===== config.mk =====
export PLATFORM = sky130hd
export DESIGN_NAME = mem_arbiter
export DESIGN_NICKNAME = d
export VERILOG_FILES = /design/src/rtl/mem_arb_pkg.sv /design/src/rtl/mem_arbiter.sv
export SDC_FILE = /design/constraint.sdc
export NUM_CORES = 1
export LEC_CHECK = 0
export BUFFER_PORTS_ARGS = -buffer_cell sky130_fd_sc_hd__buf_2
export CAP_MARGIN = 20
export CORE_UTILIZATION = 43
export CTS_CLUSTER_SIZE = 8
export DETAILED_ROUTE_END_ITERATION = 12
export GPL_ROUTABILITY_DRIVEN = 0
export MAX_ROUTING_LAYER = met4
export PLACE_DENSITY = 0.76
export SLEW_MARGIN = 20
export SYNTH_ARGS = -nofsm -noshare
export SYNTH_HDL_FRONTEND = slang
export SYNTH_SLANG_ARGS = --single-unit

===== constraint.sdc =====
create_clock -name clock -period 1.9 [get_ports clock]
set_clock_uncertainty 0.05 [all_clocks]
set_input_delay 0.285 -clock clock [delete_from_list [all_inputs] [get_ports clock]]
set_output_delay 0.285 -clock clock [all_outputs]
set_load 0.01 [all_outputs]

===== src/rtl/mem_arb_pkg.sv =====
// mem_arb_pkg: shared types, default window constants and the address-window check
// for mem_arbiter. No ports; imported by mem_arbiter.
// Latency: n/a. Backpressure: n/a.
package mem_arb_pkg;

   // Access sequencer states
   typedef enum logic [1:0] {
      ST_IDLE  = 2'd0,
      ST_ISSUE = 2'd1,
      ST_RESP  = 2'd2,
      ST_ERR   = 2'd3
   } state_t;

   // Which requester owns the access in flight
   typedef enum logic {
      SRC_I = 1'b0,
      SRC_D = 1'b1
   } src_t;

   localparam logic [31:0] BASE_ADDR  = 32'h8002_0000;
   localparam int unsigned MEM_BYTES  = 1048576;
   localparam int unsigned WORD_BYTES = 4;

   // 33-bit compare so a window ending at the top of the 32-bit space cannot wrap.
   function automatic logic addr_in_window(input logic [32:0] addr,
                                           input logic [32:0] base,
                                           input logic [32:0] bytes);
      return (addr >= base) && (addr < (base + bytes));
   endfunction

endpackage


===== src/rtl/mem_arbiter.sv =====
// mem_arbiter: shares the single-port unified memory between instruction fetch and load/store.
// Latency: grant at T, response at T+2 (T+1 for an out-of-window/misaligned request).
// Backpressure: one access in flight; requests are held by the requester until gnt, which only fires in IDLE.
// Ports: clock/reset (sync, active-high); i_* fetch port (req/addr in, gnt/rvalid/rdata/err out);
//        d_* load/store port (req/we/addr/wdata/be in, gnt/rvalid/rdata/err out);
//        mem_* drive the memory instance, mem_data_out returns read data one cycle after issue.
module mem_arbiter #(
   parameter int unsigned DATA_WIDTH = 32,
   parameter int unsigned ADDR_WIDTH = 32,
   parameter logic [31:0] BASE_ADDR  = mem_arb_pkg::BASE_ADDR,
   parameter int unsigned MEM_BYTES  = mem_arb_pkg::MEM_BYTES,
   parameter int unsigned MAX_STREAK = 4
) (
   input  logic                    clock,
   input  logic                    reset,
   input  logic                    i_req,
   input  logic [ADDR_WIDTH-1:0]   i_addr,
   output logic                    i_gnt,
   output logic                    i_rvalid,
   output logic [DATA_WIDTH-1:0]   i_rdata,
   output logic                    i_err,
   input  logic                    d_req,
   input  logic                    d_we,
   input  logic [ADDR_WIDTH-1:0]   d_addr,
   input  logic [DATA_WIDTH-1:0]   d_wdata,
   input  logic [DATA_WIDTH/8-1:0] d_be,
   output logic                    d_gnt,
   output logic                    d_rvalid,
   output logic [DATA_WIDTH-1:0]   d_rdata,
   output logic                    d_err,
   output logic [ADDR_WIDTH-1:0]   mem_address,
   output logic [DATA_WIDTH-1:0]   mem_data_in,
   output logic                    mem_read_write,
   output logic                    mem_enable,
   output logic [DATA_WIDTH/8-1:0] mem_byte_we,
   input  logic [DATA_WIDTH-1:0]   mem_data_out
);
   import mem_arb_pkg::*;

   localparam int unsigned SW = $clog2(MAX_STREAK + 1);
   localparam logic [ADDR_WIDTH-1:0] WORD_MASK = ADDR_WIDTH'(WORD_BYTES - 1);

   state_t                  state;
   src_t                    src_q;
   logic                    we_q;
   logic [SW-1:0]           streak;
   logic [DATA_WIDTH-1:0]   i_rdata_q;
   logic [DATA_WIDTH-1:0]   d_rdata_q;

   logic                    pick_i;
   logic                    pick_d;
   logic                    win_ok;
   logic                    win_we;
   logic [ADDR_WIDTH-1:0]   win_addr;

   // Winner selection. Only evaluated in IDLE and suppressed during reset so no
   // grant can leak out while the block is being cleared.
   always_comb begin
      pick_i = 1'b0;
      pick_d = 1'b0;
      if (!reset && state == ST_IDLE) begin
         if (i_req && (!d_req || streak == SW'(MAX_STREAK)))
            pick_i = 1'b1;
         else if (d_req)
            pick_d = 1'b1;
      end
   end

   assign i_gnt = pick_i;
   assign d_gnt = pick_d;

   // Address check on whichever port is winning. Fetches must be word aligned;
   // data addresses ignore the low bits.
   always_comb begin
      if (pick_i) begin
         win_addr = i_addr;
         win_we   = 1'b0;
         win_ok   = addr_in_window(33'(i_addr), 33'(BASE_ADDR), 33'(MEM_BYTES)) &&
                    ((i_addr & WORD_MASK) == '0);
      end else begin
         win_addr = d_addr;
         win_we   = d_we;
         win_ok   = addr_in_window(33'(d_addr), 33'(BASE_ADDR), 33'(MEM_BYTES));
      end
   end

   // mem_data_out is only valid during RESP, so read data is passed straight
   // through in that cycle and then held in the _q register until the next response.
   assign i_rdata = (state == ST_RESP && src_q == SRC_I) ? mem_data_out : i_rdata_q;
   assign d_rdata = (state == ST_RESP && src_q == SRC_D && !we_q) ? mem_data_out : d_rdata_q;

   always_ff @(posedge clock) begin
      if (reset) begin
         state          <= ST_IDLE;
         src_q          <= SRC_I;
         we_q           <= 1'b0;
         streak         <= '0;
         i_rvalid       <= 1'b0;
         i_err          <= 1'b0;
         i_rdata_q      <= '0;
         d_rvalid       <= 1'b0;
         d_err          <= 1'b0;
         d_rdata_q      <= '0;
         mem_address    <= '0;
         mem_data_in    <= '0;
         mem_read_write <= 1'b0;
         mem_enable     <= 1'b0;
         mem_byte_we    <= '0;
      end else begin
         i_rvalid <= 1'b0;
         i_err    <= 1'b0;
         d_rvalid <= 1'b0;
         d_err    <= 1'b0;

         // Starvation guard: count data grants that overtook a waiting fetch.
         if (pick_i)
            streak <= '0;
         else if (pick_d && i_req) begin
            if (streak != SW'(MAX_STREAK))
               streak <= streak + SW'(1);
         end else if (state == ST_IDLE && !i_req)
            streak <= '0;

         case (state)
            ST_IDLE: begin
               if (pick_i || pick_d) begin
                  src_q <= pick_i ? SRC_I : SRC_D;
                  we_q  <= win_we;
                  if (win_ok) begin
                     state          <= ST_ISSUE;
                     mem_enable     <= 1'b1;
                     mem_address    <= win_addr & ~WORD_MASK;
                     mem_read_write <= ~win_we;
                     mem_byte_we    <= win_we ? d_be : '0;
                     if (pick_d)
                        mem_data_in <= d_wdata;
                  end else begin
                     // Error response goes out in the very next cycle; memory untouched.
                     state <= ST_ERR;
                     if (pick_i) begin
                        i_rvalid  <= 1'b1;
                        i_err     <= 1'b1;
                        i_rdata_q <= '0;
                     end else begin
                        d_rvalid  <= 1'b1;
                        d_err     <= 1'b1;
                        d_rdata_q <= '0;
                     end
                  end
               end
            end
            ST_ISSUE: begin
               state       <= ST_RESP;
               mem_enable  <= 1'b0;
               mem_byte_we <= '0;
               if (src_q == SRC_I)
                  i_rvalid <= 1'b1;
               else begin
                  d_rvalid <= 1'b1;
                  if (we_q)
                     d_rdata_q <= '0;
               end
            end
            ST_RESP: begin
               state <= ST_IDLE;
               if (src_q == SRC_I)
                  i_rdata_q <= mem_data_out;
               else if (!we_q)
                  d_rdata_q <= mem_data_out;
            end
            ST_ERR: begin
               state <= ST_IDLE;
            end
            default: begin
               state <= ST_IDLE;
            end
         endcase
      end
   end

endmodule


==> out/metrics.yaml <==
yosys:
  synthesis.yosys.warnings: 0
  synthesis.area_per_instance_sq_um: 7.80
  ys_flop_type: "sky130_fd_sc_hd__dfxtp_1"
  synth-edff-count: 0
  yosys.cell_types.count: 44
  postSynthRegisterBits: 143
  sequential_to_total_area_share_from_yosys_stat: 0.451
  synthesis.area_sq_um: 6350
  netlist_instances: 814
  postSynth.asyncResetShare: 0
global_routing:
  via_count_of_the_first_global_routing_pass: 6442
  grt.total_usage: 0.275
  maximum_number_of_pins_on_one_net_before_global_route_repair: 98
  overflow: 0
  grt_first_pass_wirelength_um: 31400
  antenna_violations_before_repair: 1
sta:
  setup_viol_count_final: 122
  final.period_utilization: 1.16
  slew-limit-headroom: 0.547
  post-route-min-period_ps: 2200
  timing.final.hold_violations: 0
  grt_setup_unrepaired: "yes"
  worst_hold_slack_ps: 23.3
  timing.final.ws_setup_ps: -302
  slew_violations: 0
  timing_worst_slew_pin_value_ps: 679
  max_clock_freq_mhz: 454
final_layout:
  final_cell_mix: "sky130_fd_sc_hd__buf_2, sky130_fd_sc_hd__nand2_1, sky130_fd_sc_hd__dfxtp_1"
  final_cells: 1353
  design.final.nets: 1295
  synthToLayoutAreaGrowth_pct: 65.3
  seq_area_sq_um: 2870
  layout.filler_cells: 1082
  layout-drive-gt1-share: 0.487
  layout.core_utilization: 0.725
  mostFrequentLayoutCell: "sky130_fd_sc_hd__buf_2"
  multiInputGateArea_sq_um: 3840
placement:
  port_buffers: 272
  post_place_setup_slack_ps: -314
  detailedPlacementHpwl_um: 13300
  numPlacedInstances: 1276
critical_path:
  crit_chain: "buf_6 -> nor4bb_4 -> buf_6 -> buf_6 -> buf_8 -> nand2_2 -> nand2_1 -> buf_2"
  worst-path-max-fanout: 6
  regToRegStartpoint: "state[1]$_SDFFE_PP0P_"
  cp-start-kind: "flip-flop"
  cp_required_ps: 1560
  startpoint_of_the_worst_setup_timing_path: "state[0]$_SDFFE_PP0P_"
  maximum_single_stage_delay_on_the_critical_path_ps: 330
  cp_common_cell: "sky130_fd_sc_hd__buf_6"
  timing.critical_path.to_type: "primary output"
  timing.critical_path.max_delay_family: "buffers and inverters"
  cpMaxStageDelayCell: "sky130_fd_sc_hd__dfxtp_2"
  worst_ep_arrival_time_ps: 1870
  setup.worst_path.class: "flip-flop to primary output"
  crit_buf_inv: 5
power:
  power_frac_clock: 0.427
  seqPwrFrac: 0.385
  power_density_nw_per_um2: 786
  static-leakage-power_uw: 0.00485
  netSwitchingPower_uw: 2210
  pwr-share-comb: 0.188
  p_int_uw: 6040
  swShare: 0.268
  vdd.ir_drop.worst_v: 0.000574
status:
  failed_checks: "negative setup slack"
  run_status: "finished, violations left"
floorplan:
  die_h_um: 124
  placementRows: 44
  initial_utilization: 0.439
  io_pins: 277
  core-area_sq_um: 14500
  fp.dieW_um: 124
  fp.dieArea_sq_um: 15300
detailed_routing:
  drt_pre_antenna_iters: 5
  vias_per_instance: 5.48
  dr_total_vias: 7413
  routed_wirelength_um: 23600
  route.antenna.remaining_nets: 0
  detail_route.drc_violations: 0
  drt-wirelength-per-cell_um: 17.5
  drtIter0Drc: 502
clock_tree:
  numClockSinks: 143
  htree_num_levels: 4
  clk-insertion-delay-late_ps: 410
  ctsRootBufferMaster: "sky130_fd_sc_hd__clkbuf_16"
  cts_buffers: 17
  clkTransAtPathRegs_ps: 60
  post_cts_hold_buffer_count: 0
  tritoncts: "done"
  max-clock-path-buffers: 2
hold_path:
  min-delay-start: "d_be[2]"
  worstHoldPathType: "input pin to flip-flop"
flow_run:
  max_cap_violations: 0
kinds of logic (layout without fill, tap and decap cells):
| kind of cell | after synthesis | count (layout) | share of synthesized area |
|---|---|---|---|
| flip-flops | 143 | 143 | 0.451 |
| AND/OR/NAND/NOR | 431 | 431 | 0.325 |
| buffers and inverters | 77 | 430 | 0.0553 |
| adder cells (fa/ha/maj) | 2 | 2 | 0.00394 |
| XOR/XNOR | 1 | 1 | 0.00138 |
| multiplexers | 20 | 20 | 0.0315 |
| other | 1 | 3 | 0.000590 |
| AO/OA/AOI/OAI | 139 | 139 | 0.132 |
final timing paths:
path	to	slack, ps	depth (start not counted)
setup / recovery	d_rdata[19]	-300	8
hold / removal	mem_byte_we[2]$_SDFFE_PP0P_	20	2
setup reg to reg	mem_address[6]$_SDFFE_PP0P_	-100	7
hold reg to reg	mem_enable$_SDFFE_PP0P_	400	1
repair_timing:
item	in CTS	in global routing
gates resized for setup	51	214
gates cloned	6	8
pin swaps	12	103
buffers inserted	19	12
setup endpoints to repair	81	194
registers in the layout, summed over array words and instances (netlist names), 2 cells and up:
name and flops:
d_rdata_q 32, mem_byte_we 4, streak 3, mem_data_in 32
mem_address 30, state 2, i_rdata_q 32
worst reg2reg max path: cells and delay by family (launching register included):
family,cells,cell delay [ps]
and+or+nand+nor,4,890
buffers and inverters,2,440
DFF,1,320
AOI/OAI and AO/OA,1,210
power by group through the flow:
stage	registers, uW	clock network (uW)	logic, uW
6_report	3180	3520	1550
5_1_grt	3190	3700	1650
4_1_cts	3140	3560	1140
3_5_place_dp	3210	0	1030
3_3_place_gp	3200	0	1030
2_1_floorplan	3200	0	529
through the flow:
| step | area [sq um] | setup TNS [ps] | total power (uW) |
|---|---|---|---|
| 2_1_floorplan | 6410 | -1370 | 3730 |
| 3_3_place_gp | 8370 | -18420 | 4230 |
| 3_5_place_dp | 8370 | -23700 | 4240 |
| 4_1_cts | 9410 | -12970 | 7840 |
| 5_1_grt | 10500 | -29130 | 8530 |
| 6_report | 10500 | -16500 | 8250 |
synthesized netlist by cell type (2+ instances only):
cell,n,share of area
sky130_fd_sc_hd__mux2i_1,20,0.032
sky130_fd_sc_hd__ha_1,2,0.0039
sky130_fd_sc_hd__buf_2,14,0.011
sky130_fd_sc_hd__o21ai_0,2,0.0016
sky130_fd_sc_hd__nand2_1,263,0.16
sky130_fd_sc_hd__buf_1,3,0.0018
sky130_fd_sc_hd__nand3b_1,65,0.077
sky130_fd_sc_hd__a211oi_1,20,0.024
sky130_fd_sc_hd__nor2b_1,2,0.0020
sky130_fd_sc_hd__o2bb2ai_1,4,0.0055
sky130_fd_sc_hd__clkbuf_1,46,0.027
sky130_fd_sc_hd__dfxtp_1,143,0.45
sky130_fd_sc_hd__nor4_1,4,0.0039
sky130_fd_sc_hd__nor3b_1,14,0.017
sky130_fd_sc_hd__and3_1,3,0.0030
sky130_fd_sc_hd__a31oi_1,33,0.032
sky130_fd_sc_hd__o21a_1,2,0.0024
sky130_fd_sc_hd__a21oi_1,68,0.054
sky130_fd_sc_hd__nand4_1,2,0.0020
sky130_fd_sc_hd__a21boi_0,3,0.0035
sky130_fd_sc_hd__inv_1,4,0.0024
sky130_fd_sc_hd__nand2b_1,2,0.0020
sky130_fd_sc_hd__buf_6,3,0.0053
sky130_fd_sc_hd__a21o_1,2,0.0024
sky130_fd_sc_hd__nand3_1,34,0.027
sky130_fd_sc_hd__buf_4,6,0.0071
sky130_fd_sc_hd__nor2_1,7,0.0041
sky130_fd_sc_hd__or4_1,2,0.0024
sky130_fd_sc_hd__nor3_1,26,0.020
layout make-up:
class                      count  area share
multi-input combinational    595       0.366
clock inverter                14      0.0185
antenna                        1    0.000238
inverter                       5     0.00179
tap                          184      0.0219
sequential                   143       0.273
clock buffer                  17      0.0405
timing repair buffer         394       0.278
routing by layer:
metal | GRT usage | part of all wire
met5 | - | 0
met4 | 0.120 | 0.034
met3 | 0.0577 | 0.070
met2 | 0.436 | 0.49
met1 | 0.337 | 0.41
(Power assumes the default switching activity.)
